$ cat config.mk
export PLATFORM = sky130hd
export DESIGN_NAME = pc_fetch_unit
export DESIGN_NICKNAME = d
export VERILOG_FILES = /design/src/rtl/pc_fetch_unit_pkg.sv /design/src/rtl/pc_fetch_unit_jump_cond_eval.sv /design/src/rtl/pc_fetch_unit.sv
export SDC_FILE = /design/constraint.sdc
export NUM_CORES = 1
export LEC_CHECK = 0
export BUFFER_PORTS_ARGS = -buffer_cell sky130_fd_sc_hd__buf_4
export CORE_AREA = 2 2 124 102
export CTS_CLUSTER_SIZE = 40
export DETAILED_ROUTE_END_ITERATION = 8
export DIE_AREA = 0 0 126 104
export HOLD_SLACK_MARGIN = 0.03
export SETUP_SLACK_MARGIN = 0.2
export SLEW_MARGIN = 20
export SYNTH_ARGS = -nofsm -noshare
export SYNTH_HDL_FRONTEND = slang
export SYNTH_SLANG_ARGS = --single-unit
$ cat constraint.sdc
create_clock -name clk -period 3.9 [get_ports clk]
set_input_delay 1.17 -clock clk [delete_from_list [all_inputs] [get_ports clk]]
set_output_delay 1.17 -clock clk [all_outputs]
set_load 0.01 [all_outputs]
$ cat src/rtl/pc_fetch_unit_pkg.sv
`default_nettype none
// +----------------------------------------------------------------------------+
// | pc_fetch_unit_pkg : encodings shared by the fetch stage and the decoder     |
// | Rev 1.0                                                                     |
// +----------------------------------------------------------------------------+
package pc_fetch_unit_pkg;

    localparam logic [2:0] c_MPC_HOLD = 3'd0;
    localparam logic [2:0] c_MPC_INC  = 3'd1;
    localparam logic [2:0] c_MPC_LOAD = 3'd2;
    localparam logic [2:0] c_MPC_JCC  = 3'd3;

    localparam logic [2:0] c_MAB_SEL_PC   = 3'd0;
    localparam logic [2:0] c_MAB_SEL_SOUT = 3'd1;
    localparam logic [2:0] c_MAB_SEL_CALC = 3'd2;
    localparam logic [2:0] c_MAB_SEL_MDB  = 3'd3;

    localparam logic [2:0] c_JCC_JNE = 3'd0;
    localparam logic [2:0] c_JCC_JEQ = 3'd1;
    localparam logic [2:0] c_JCC_JNC = 3'd2;
    localparam logic [2:0] c_JCC_JC  = 3'd3;
    localparam logic [2:0] c_JCC_JN  = 3'd4;
    localparam logic [2:0] c_JCC_JGE = 3'd5;
    localparam logic [2:0] c_JCC_JL  = 3'd6;
    localparam logic [2:0] c_JCC_JMP = 3'd7;

    localparam logic [15:0] c_RESET_VEC_ADDR = 16'hFFFE;

    typedef enum logic [1:0] {
        ST_VEC   = 2'd0,
        ST_RUN   = 2'd1,
        ST_FLUSH = 2'd2,
        ST_ERR   = 2'd3
    } fetch_state_t;

    // Instruction addresses are word aligned; bit 0 is always dropped.
    function automatic logic [15:0] word_align(input logic [15:0] addr);
        return addr & 16'hFFFE;
    endfunction

endpackage
`default_nettype wire

$ cat src/rtl/pc_fetch_unit_jump_cond_eval.sv
`default_nettype none
// +----------------------------------------------------------------------------+
// | pc_fetch_unit_jump_cond_eval : jump condition code vs {V,N,Z,C} -> take     |
// | Rev 1.0                                                                     |
// +----------------------------------------------------------------------------+
module pc_fetch_unit_jump_cond_eval
    import pc_fetch_unit_pkg::*;
(
    input  logic [2:0] jmp_cond,
    input  logic [3:0] sr_flags,
    output logic       take
);

    logic w_v, w_n, w_z, w_c;

    assign {w_v, w_n, w_z, w_c} = sr_flags;

    always_comb begin
        take = 1'b0;
        case (jmp_cond)
            c_JCC_JNE: take = ~w_z;
            c_JCC_JEQ: take = w_z;
            c_JCC_JNC: take = ~w_c;
            c_JCC_JC:  take = w_c;
            c_JCC_JN:  take = w_n;
            c_JCC_JGE: take = ~(w_n ^ w_v);
            c_JCC_JL:  take = w_n ^ w_v;
            c_JCC_JMP: take = 1'b1;
        endcase
    end

endmodule
`default_nettype wire

$ cat src/rtl/pc_fetch_unit.sv
`default_nettype none
// +----------------------------------------------------------------------------+
// | pc_fetch_unit : PC register, MPC resolution, MAB mux and ROM req/ack        |
// | Rev 1.0                                                                     |
// +----------------------------------------------------------------------------+
module pc_fetch_unit
    import pc_fetch_unit_pkg::*;
#(
    parameter logic [15:0] RESET_VEC_ADDR = c_RESET_VEC_ADDR,
    parameter int unsigned WAIT_TIMEOUT   = 15
)(
    input  logic        clk,
    input  logic        rst_n,
    input  logic [2:0]  MPC,
    input  logic [2:0]  MAB_sel,
    input  logic [2:0]  jmp_cond,
    input  logic [9:0]  jmp_off,
    input  logic [3:0]  sr_flags,
    input  logic [15:0] reg_Din,
    input  logic [15:0] Sout,
    input  logic [15:0] CALC_out,
    input  logic [15:0] MDB_out,
    input  logic        rom_ack,
    output logic [15:0] reg_PC_out,
    output logic [15:0] MAB_in,
    output logic        rom_req,
    output logic        MAB_done,
    output logic        instr_valid,
    output logic        jump_taken,
    output logic        bus_err
);

    localparam logic [3:0] c_WAIT_LIMIT = 4'(WAIT_TIMEOUT);

    fetch_state_t r_state, w_state_next;
    logic [15:0]  r_pc, w_pc_next;
    logic [3:0]   r_wait_cnt, w_wait_cnt_next, w_wait_inc;
    logic         r_rom_req, r_mab_done, r_instr_valid, r_jump_taken, r_bus_err;
    logic         w_take, w_fetch_done, w_mab_is_pc, w_inc_ok, w_jump, w_timeout;
    logic [15:0]  w_mab, w_jmp_target;

    pc_fetch_unit_jump_cond_eval u_jump_cond_eval (
        .jmp_cond (jmp_cond),
        .sr_flags (sr_flags),
        .take     (w_take)
    );

    assign w_fetch_done = r_rom_req & rom_ack;
    assign w_jmp_target = r_pc + {{5{jmp_off[9]}}, jmp_off, 1'b0};
    assign w_wait_inc   = r_wait_cnt + 4'd1;
    // Unused MAB_sel codes fall back to the PC, so they also count as a PC fetch.
    assign w_mab_is_pc  = (MAB_sel != c_MAB_SEL_SOUT) && (MAB_sel != c_MAB_SEL_CALC) &&
                          (MAB_sel != c_MAB_SEL_MDB);
    assign w_inc_ok     = w_fetch_done & w_mab_is_pc;

    always_comb begin
        w_mab = r_pc;
        if (r_state == ST_VEC) begin
            w_mab = RESET_VEC_ADDR;
        end else begin
            case (MAB_sel)
                c_MAB_SEL_SOUT: w_mab = Sout;
                c_MAB_SEL_CALC: w_mab = CALC_out;
                c_MAB_SEL_MDB:  w_mab = MDB_out;
                default:        w_mab = r_pc;
            endcase
        end
    end

    always_comb begin
        w_state_next    = r_state;
        w_pc_next       = r_pc;
        w_wait_cnt_next = '0;
        w_jump          = 1'b0;
        w_timeout       = 1'b0;

        if (r_rom_req && !rom_ack) begin
            if (w_wait_inc == c_WAIT_LIMIT) begin
                w_timeout = 1'b1;
            end else begin
                w_wait_cnt_next = w_wait_inc;
            end
        end

        case (r_state)
            ST_VEC: begin
                if (w_timeout) begin
                    w_state_next = ST_ERR;
                end else if (w_fetch_done) begin
                    w_pc_next    = word_align(MDB_out);
                    w_state_next = ST_RUN;
                end
            end
            ST_RUN: begin
                // A bus error outranks any PC update requested in the same cycle.
                if (w_timeout) begin
                    w_state_next = ST_ERR;
                end else begin
                    case (MPC)
                        c_MPC_JCC: begin
                            if (w_take) begin
                                w_jump    = 1'b1;
                                w_pc_next = w_jmp_target;
                            end else if (w_inc_ok) begin
                                w_pc_next = r_pc + 16'd2;
                            end
                        end
                        c_MPC_LOAD: begin
                            w_jump    = 1'b1;
                            w_pc_next = word_align(reg_Din);
                        end
                        c_MPC_INC: begin
                            if (w_inc_ok) begin
                                w_pc_next = r_pc + 16'd2;
                            end
                        end
                        default: ;
                    endcase
                    if (w_jump) begin
                        w_state_next    = ST_FLUSH;
                        w_wait_cnt_next = '0;
                    end
                end
            end
            ST_FLUSH: w_state_next = ST_RUN;
            default:  ;
        endcase
    end

    always_ff @(posedge clk or negedge rst_n) begin
        if (!rst_n) begin
            r_state       <= ST_VEC;
            r_pc          <= 16'h0000;
            r_wait_cnt    <= '0;
            r_rom_req     <= 1'b0;
            r_mab_done    <= 1'b0;
            r_instr_valid <= 1'b0;
            r_jump_taken  <= 1'b0;
            r_bus_err     <= 1'b0;
        end else begin
            r_state       <= w_state_next;
            r_pc          <= w_pc_next;
            r_wait_cnt    <= w_wait_cnt_next;
            r_rom_req     <= (w_state_next == ST_VEC) || (w_state_next == ST_RUN);
            r_mab_done    <= w_fetch_done;
            // A word acked alongside a taken jump belongs to the abandoned stream.
            r_instr_valid <= w_fetch_done && (r_state == ST_RUN) && !w_jump &&
                             (w_mab == r_pc);
            r_jump_taken  <= w_jump;
            r_bus_err     <= r_bus_err | w_timeout;
        end
    end

    assign reg_PC_out  = r_pc;
    assign MAB_in      = w_mab;
    assign rom_req     = r_rom_req;
    assign MAB_done    = r_mab_done;
    assign instr_valid = r_instr_valid;
    assign jump_taken  = r_jump_taken;
    assign bus_err     = r_bus_err;

endmodule
`default_nettype wire

# Word level (Yosys, flattened, before mapping)
# Cells that the tools add are included.
[totals]
reg_bits = 27
in_bits = 90
out_inout_bits = 37
word_cells = 85
[op_classes]
n_addsub = 3
n_eq_ne = 25
n_mux = 28
bitwise = 7
n_reduce_logical = 14
[ops]
columns = ["cell", "n"]
rows = [
  ["16-bit 2-to-1 mux", 6],
  ["16-bit case mux with 3 select lines", 2],
  ["16-bit case mux with 2 select lines", 1],
  ["4-bit 2-to-1 mux", 5],
  ["3-bit by 2-bit equality test with 1-bit output (second input constant)", 6],
  ["16-bit adder", 1],
  ["16-bit by 2-bit adder with 16-bit output (second input constant)", 1],
  ["16-bit equality test", 1],
  ["3-bit equality test (second input constant)", 4],
  ["3-bit by 1-bit equality test with 1-bit output (second input constant)", 3],
  ["2-bit 2-to-1 mux", 4],
  ["1-bit case mux with 8 select lines", 1],
  ["1-bit 2-to-1 mux", 7],
  ["1-bit logical AND", 6],
  ["2-bit inequality test (second input constant)", 3],
  ["3-bit by 2-bit inequality test with 1-bit output (second input constant)", 2],
  ["2-bit case mux with 3 select lines", 1],
  ["5-bit AND reduction", 1],
  ["4-bit by 1-bit adder with 4-bit output (second input constant)", 1],
  ["2-bit by 1-bit equality test with 1-bit output (second input constant)", 2],
  ["4-bit equality test (second input constant)", 1],
  ["2-bit zero test", 2],
  ["4-bit by 1-bit inequality test with 1-bit output (second input constant)", 1],
  ["3-bit zero test", 1],
  ["other kinds (10)", 14],
]

# Longest topological paths before layout
[logic_depth]
ltp_word = 12
mapped_depth = 10
ltp_nobuf = 9

# Hierarchy
# Synthesis repeated with hierarchy kept, for this count alone.
[unflattened]
cells_unflattened = 474
area_unflattened_um2 = 3439.5
[by_module_without_submodules]
columns = ["module", "instances", "cells_each", "area_each_um2", "seq_area_each_um2"]
rows = [
  ["pc_fetch_unit", 1, 468, 3368.2, 650.6],
  ["pc_fetch_unit_jump_cond_eval", 1, 6, 71.3, 0.0],
]

# Worst setup path after synthesis
# OpenSTA, ideal clock, no wires.
[synth_timing]
kind = "input -> output"
startpoint = "in MAB_sel[0]"
endpoint = "out MAB_in[9]"
t_arrival_ps = 2485
t_required_ps = 2730
slack_ps = 245
path_stages = 6
n_path_buf = 3
path_cell_list = "buf_2 -> buf_2 -> buf_2 -> mux2_2 -> a211oi_1 -> nand2_1"
[synth_between]
elab_chain_len = 3
elab_cells_between_ends = 5
classes_between = "eq/ne: 3; mux: 2"
[synth_lines]
columns = ["element", "line", "rtl"]
rows = [
  ["from (decl)", "pc_fetch_unit.sv:15", "input logic [2:0] MAB_sel,"],
  ["3-bit by 2-bit equality test with 1-bit output / 3-bit by 1-bit equality test with 1-bit output (equally long branches)", "pc_fetch_unit.sv:61", "case (MAB_sel)"],
  ["16-bit case mux with 3 select lines *", "pc_fetch_unit.sv:61", ""],
  ["16-bit 2-to-1 mux *", "pc_fetch_unit.sv:58", "if (r_state == ST_VEC) begin"],
  ["to (decl)", "pc_fetch_unit.sv:25", "output logic [15:0] MAB_in,"],
]
# Mark *: on every way between the ends. The rest lies on a longest branch, timed or not.

# Worst setup path after layout
[layout_timing]
startpoint = "in MAB_sel[0]"
endpoint = "out MAB_in[10]"
# The elaborated chain is that of the path after synthesis.

==> metrics.md <==
| Metric | Value |
|---|---|
| Io pins | `127` |
| Post-Syn Area | `3689 um2` |
| WL met1 | `6621 um` |
| Yosys reg bits | `26` |
| Nets | `a little over 700` |
| Iteration-0 DRC Markers | `309` |
| Final ANT Viol Nets | `0` |
| Final wirelength | `14840 um` |
| Met3 wire length | `1297 um` |
| Die width | `about 130 um` |
| Syn nets | `595` |
| Post-synthesis average cell area | `7.574 um2` |
| Row cnt | `36` |
| Relative slew slack | `between 50% and 60%` |
| Required time of the worst setup path | `2730 ps` |
| Fin. Hold Viols | `0` |
| Antenna diode count | `0` |
| Starting Density | `31.02%` |
| Vias in the first global route | `~4200` |
| First-pass iteration count of the detailed router | `5` |
| Vias per cell | `5.902` |
| Vias | `around 4400` |
| Synth Warn # | `0` |
| Worst setup EP type | `output port` |
| Max-Cap Viols | `0` |
| Sequential area share after synthesis | `17.64%` |
| Post-Syn Instances | `487` |
| H-tree depth | `1` |
| Final setup TNS | `0 ps` |
| Maximum vdd drop | `~0.23 mV` |
| CTS tree | `done` |
| Maximum clock frequency | `0.2770 GHz` |
| Critical path arrival | `approximately 2400 ps` |
| Setup WS post-layout | `289.6 ps` |
| Period utilisation layout | `between 90% and 100%` |
| Setup Viol. Count Final | `0` |
| Max-slew violation count | `0` |
| Remaining DRCs | `0` |
| Startpoint types | `input port` |
| CTS Buf Count | `3` |
| Root Buffer | `clkbuf_16` |
| Fin util | `41.10%` |
| Routability cong. | `between 0.9 and 1` |
| Pre-CTS setup slack | `between 100 and 150 ps` |
| Sink Count | `26` |
| Gr ovfl total | `0` |
| Placeable Area | `11890 um2` |
| Fill cells | `1234` |
| Die Height | `around 100 um` |
| Status | `complete, no violations` |
| Post-synth EDFFs | `0` |
| Die ar. | `~13000 um2` |
| Main synth FF type | `dfrtp_1` |
| Post-DP HPWL | `11590 um` |
| Clock transition at path regs | `70 ps` |
| Critical path class | `in -> out` |
| RSZ-0062 raised after global routing | `no` |
| Gr usage total | `21.60%` |
| WL met2 | `6651 um` |
| Area Overhead vs Synth | `32.50%` |
| Share of flip-flops with an asynchronous set or reset | `100.0%` |
| HP Class | `reg -> reg` |
| IO buf count | `roughly 120` |
| Slew at the pin closest to its max-slew limit | `628.3 ps` |
| Share of layout cells above drive strength 1 | `between 20% and 30%` |
| Final worst clock skew | `4.413 ps` |
| Pwr dens | `580.8 nW/um2` |
| Max Used Layer | `met4` |
| Longest Clk Path Bufs | `2` |
| Initial antenna violation count | `0` |
| Crit-path max FO | `33` |
| First-pass GRT wire length | `23000 um` |
| Tmin final | `3610 ps` |
| Hold buffer count at cts | `0` |
| Post-CTS Setup Bufs | `0` |
| Leak pwr | `2.162 nW` |
| Maximum number of pins on one net before global-route repair | `37` |
| Netlist cell types | `71` |
| Clock Latency Late Sink | `270 ps` |
| Drt wl/cell | `slightly below 20 um` |
routing by layer:
layer / vias up / track usage, %
li1: 2087 / -
met1: 2100 / 30.40
met2: 209 / 33.60
met3: 19 / 5.195
met4: 0 / 4.553
met5: - / 0
state kept, by name, summed over array words and instances (netlist names):
signal and count:
r_wait_cnt 4, reg_PC_out 15, instr_valid 1, r_state 2
MAB_done 1, jump_taken 1, bus_err 1, rom_req 1
synthesized netlist by cell type (12+ instances only):
| cell | count | area share, % |
|---|---|---|
| a21oi_1 | 36 | 4.9 |
| nor3_1 | 18 | 2.4 |
| ha_1 | 17 | 5.8 |
| a221oi_1 | 12 | 2.8 |
| inv_1 | 20 | 2.0 |
| a211oi_1 | 21 | 4.3 |
| nand2_1 | 47 | 4.8 |
| mux2_2 | 12 | 3.7 |
| nor2_1 | 33 | 3.4 |
| dfrtp_1 | 26 | 18 |
| o21ai_0 | 18 | 2.4 |
| xnor2_1 | 14 | 3.3 |
| clkbuf_1 | 24 | 2.4 |
placed cells by master, fill, tap and decap left out, types with 11 or more instances in the layout:
| cell | instances |
|---|---|
| ha_1 | 17 |
| nand2_1 | 47 |
| o21ai_0 | 18 |
| inv_1 | 20 |
| a211oi_1 | 20 |
| xnor2_1 | 14 |
| a21oi_1 | 36 |
| dfrtp_1 | 26 |
| mux2_2 | 12 |
| a221oi_1 | 11 |
| nor2_1 | 33 |
| nor3_1 | 18 |
| buf_4 | 135 |
metrics by stage:
step                hold slack (ps)  instance area, um2  total power [mW]  std cells
floorplan                     487.2                3689             1.757        487
finish                        483.3                4887             2.839        748
detailed placement            470.6                4766             2.487        744
global route                  508.8                4887             3.055        748
global placement              480.7                4766             2.462        744
CTS                           494.3                4875             2.821        748
worst max-delay path, cell delays in order:
cell and delay (ps):
buf_6 250, mux2_2 400, a211oi_1 350, nand2_1 100, buf_4 160
path summary, 6_finish.rpt:
| kind | startpoint | endpoint | slack, ps | cells past startpoint |
|---|---|---|---|---|
| setup / recovery | MAB_sel[0] | MAB_in[10] | 290 | 5 |
| hold / removal | bus_err | bus_err | 480 | 1 |
| setup reg to reg | reg_PC_out[1] | reg_PC_out[15] | 990 | 9 |
| hold reg to reg | bus_err | bus_err | 480 | 1 |
| max in group asynchronous | rst_n | jump_taken | 2780 | 1 |
| min in group asynchronous | rst_n | reg_PC_out[5] | 810 | 1 |
cell type report:
cell class | instances | area (um2) | area share, %
sequential | 26 | 650.6 | 13.31
clock inverter | 1 | 30.03 | 0.6144
inverter | 20 | 75.07 | 1.536
tap | 152 | 190.2 | 3.891
clock buffer | 3 | 75.07 | 1.536
multi-input combinational | 410 | 2841 | 58.14
timing repair buffer | 136 | 1025 | 20.97
timing repair:
item,CTS,global route
hold endpoints to repair,0,0
resized for setup,1,3
endpoints found under the setup margin,2,3
report_power, final:
part           internal (mW)  total (mW)  switching [mW]
combinational          0.854        1.89            1.03
sequential             0.369       0.633           0.264
clock                  0.205       0.320           0.115
total                   1.43        2.84            1.41
cells by family after synthesis:
logic type	share of synthesized area [%]
DFF	17.64
adders and majority gates	6.309
xor gates and xnor gates	4.749
muxes	5.835
other	0.1017
and+or+nand+nor	28.43
buffers and inverters	5.665
AOI/OAI and AO/OA	31.28
(Power assumes the default switching activity.)
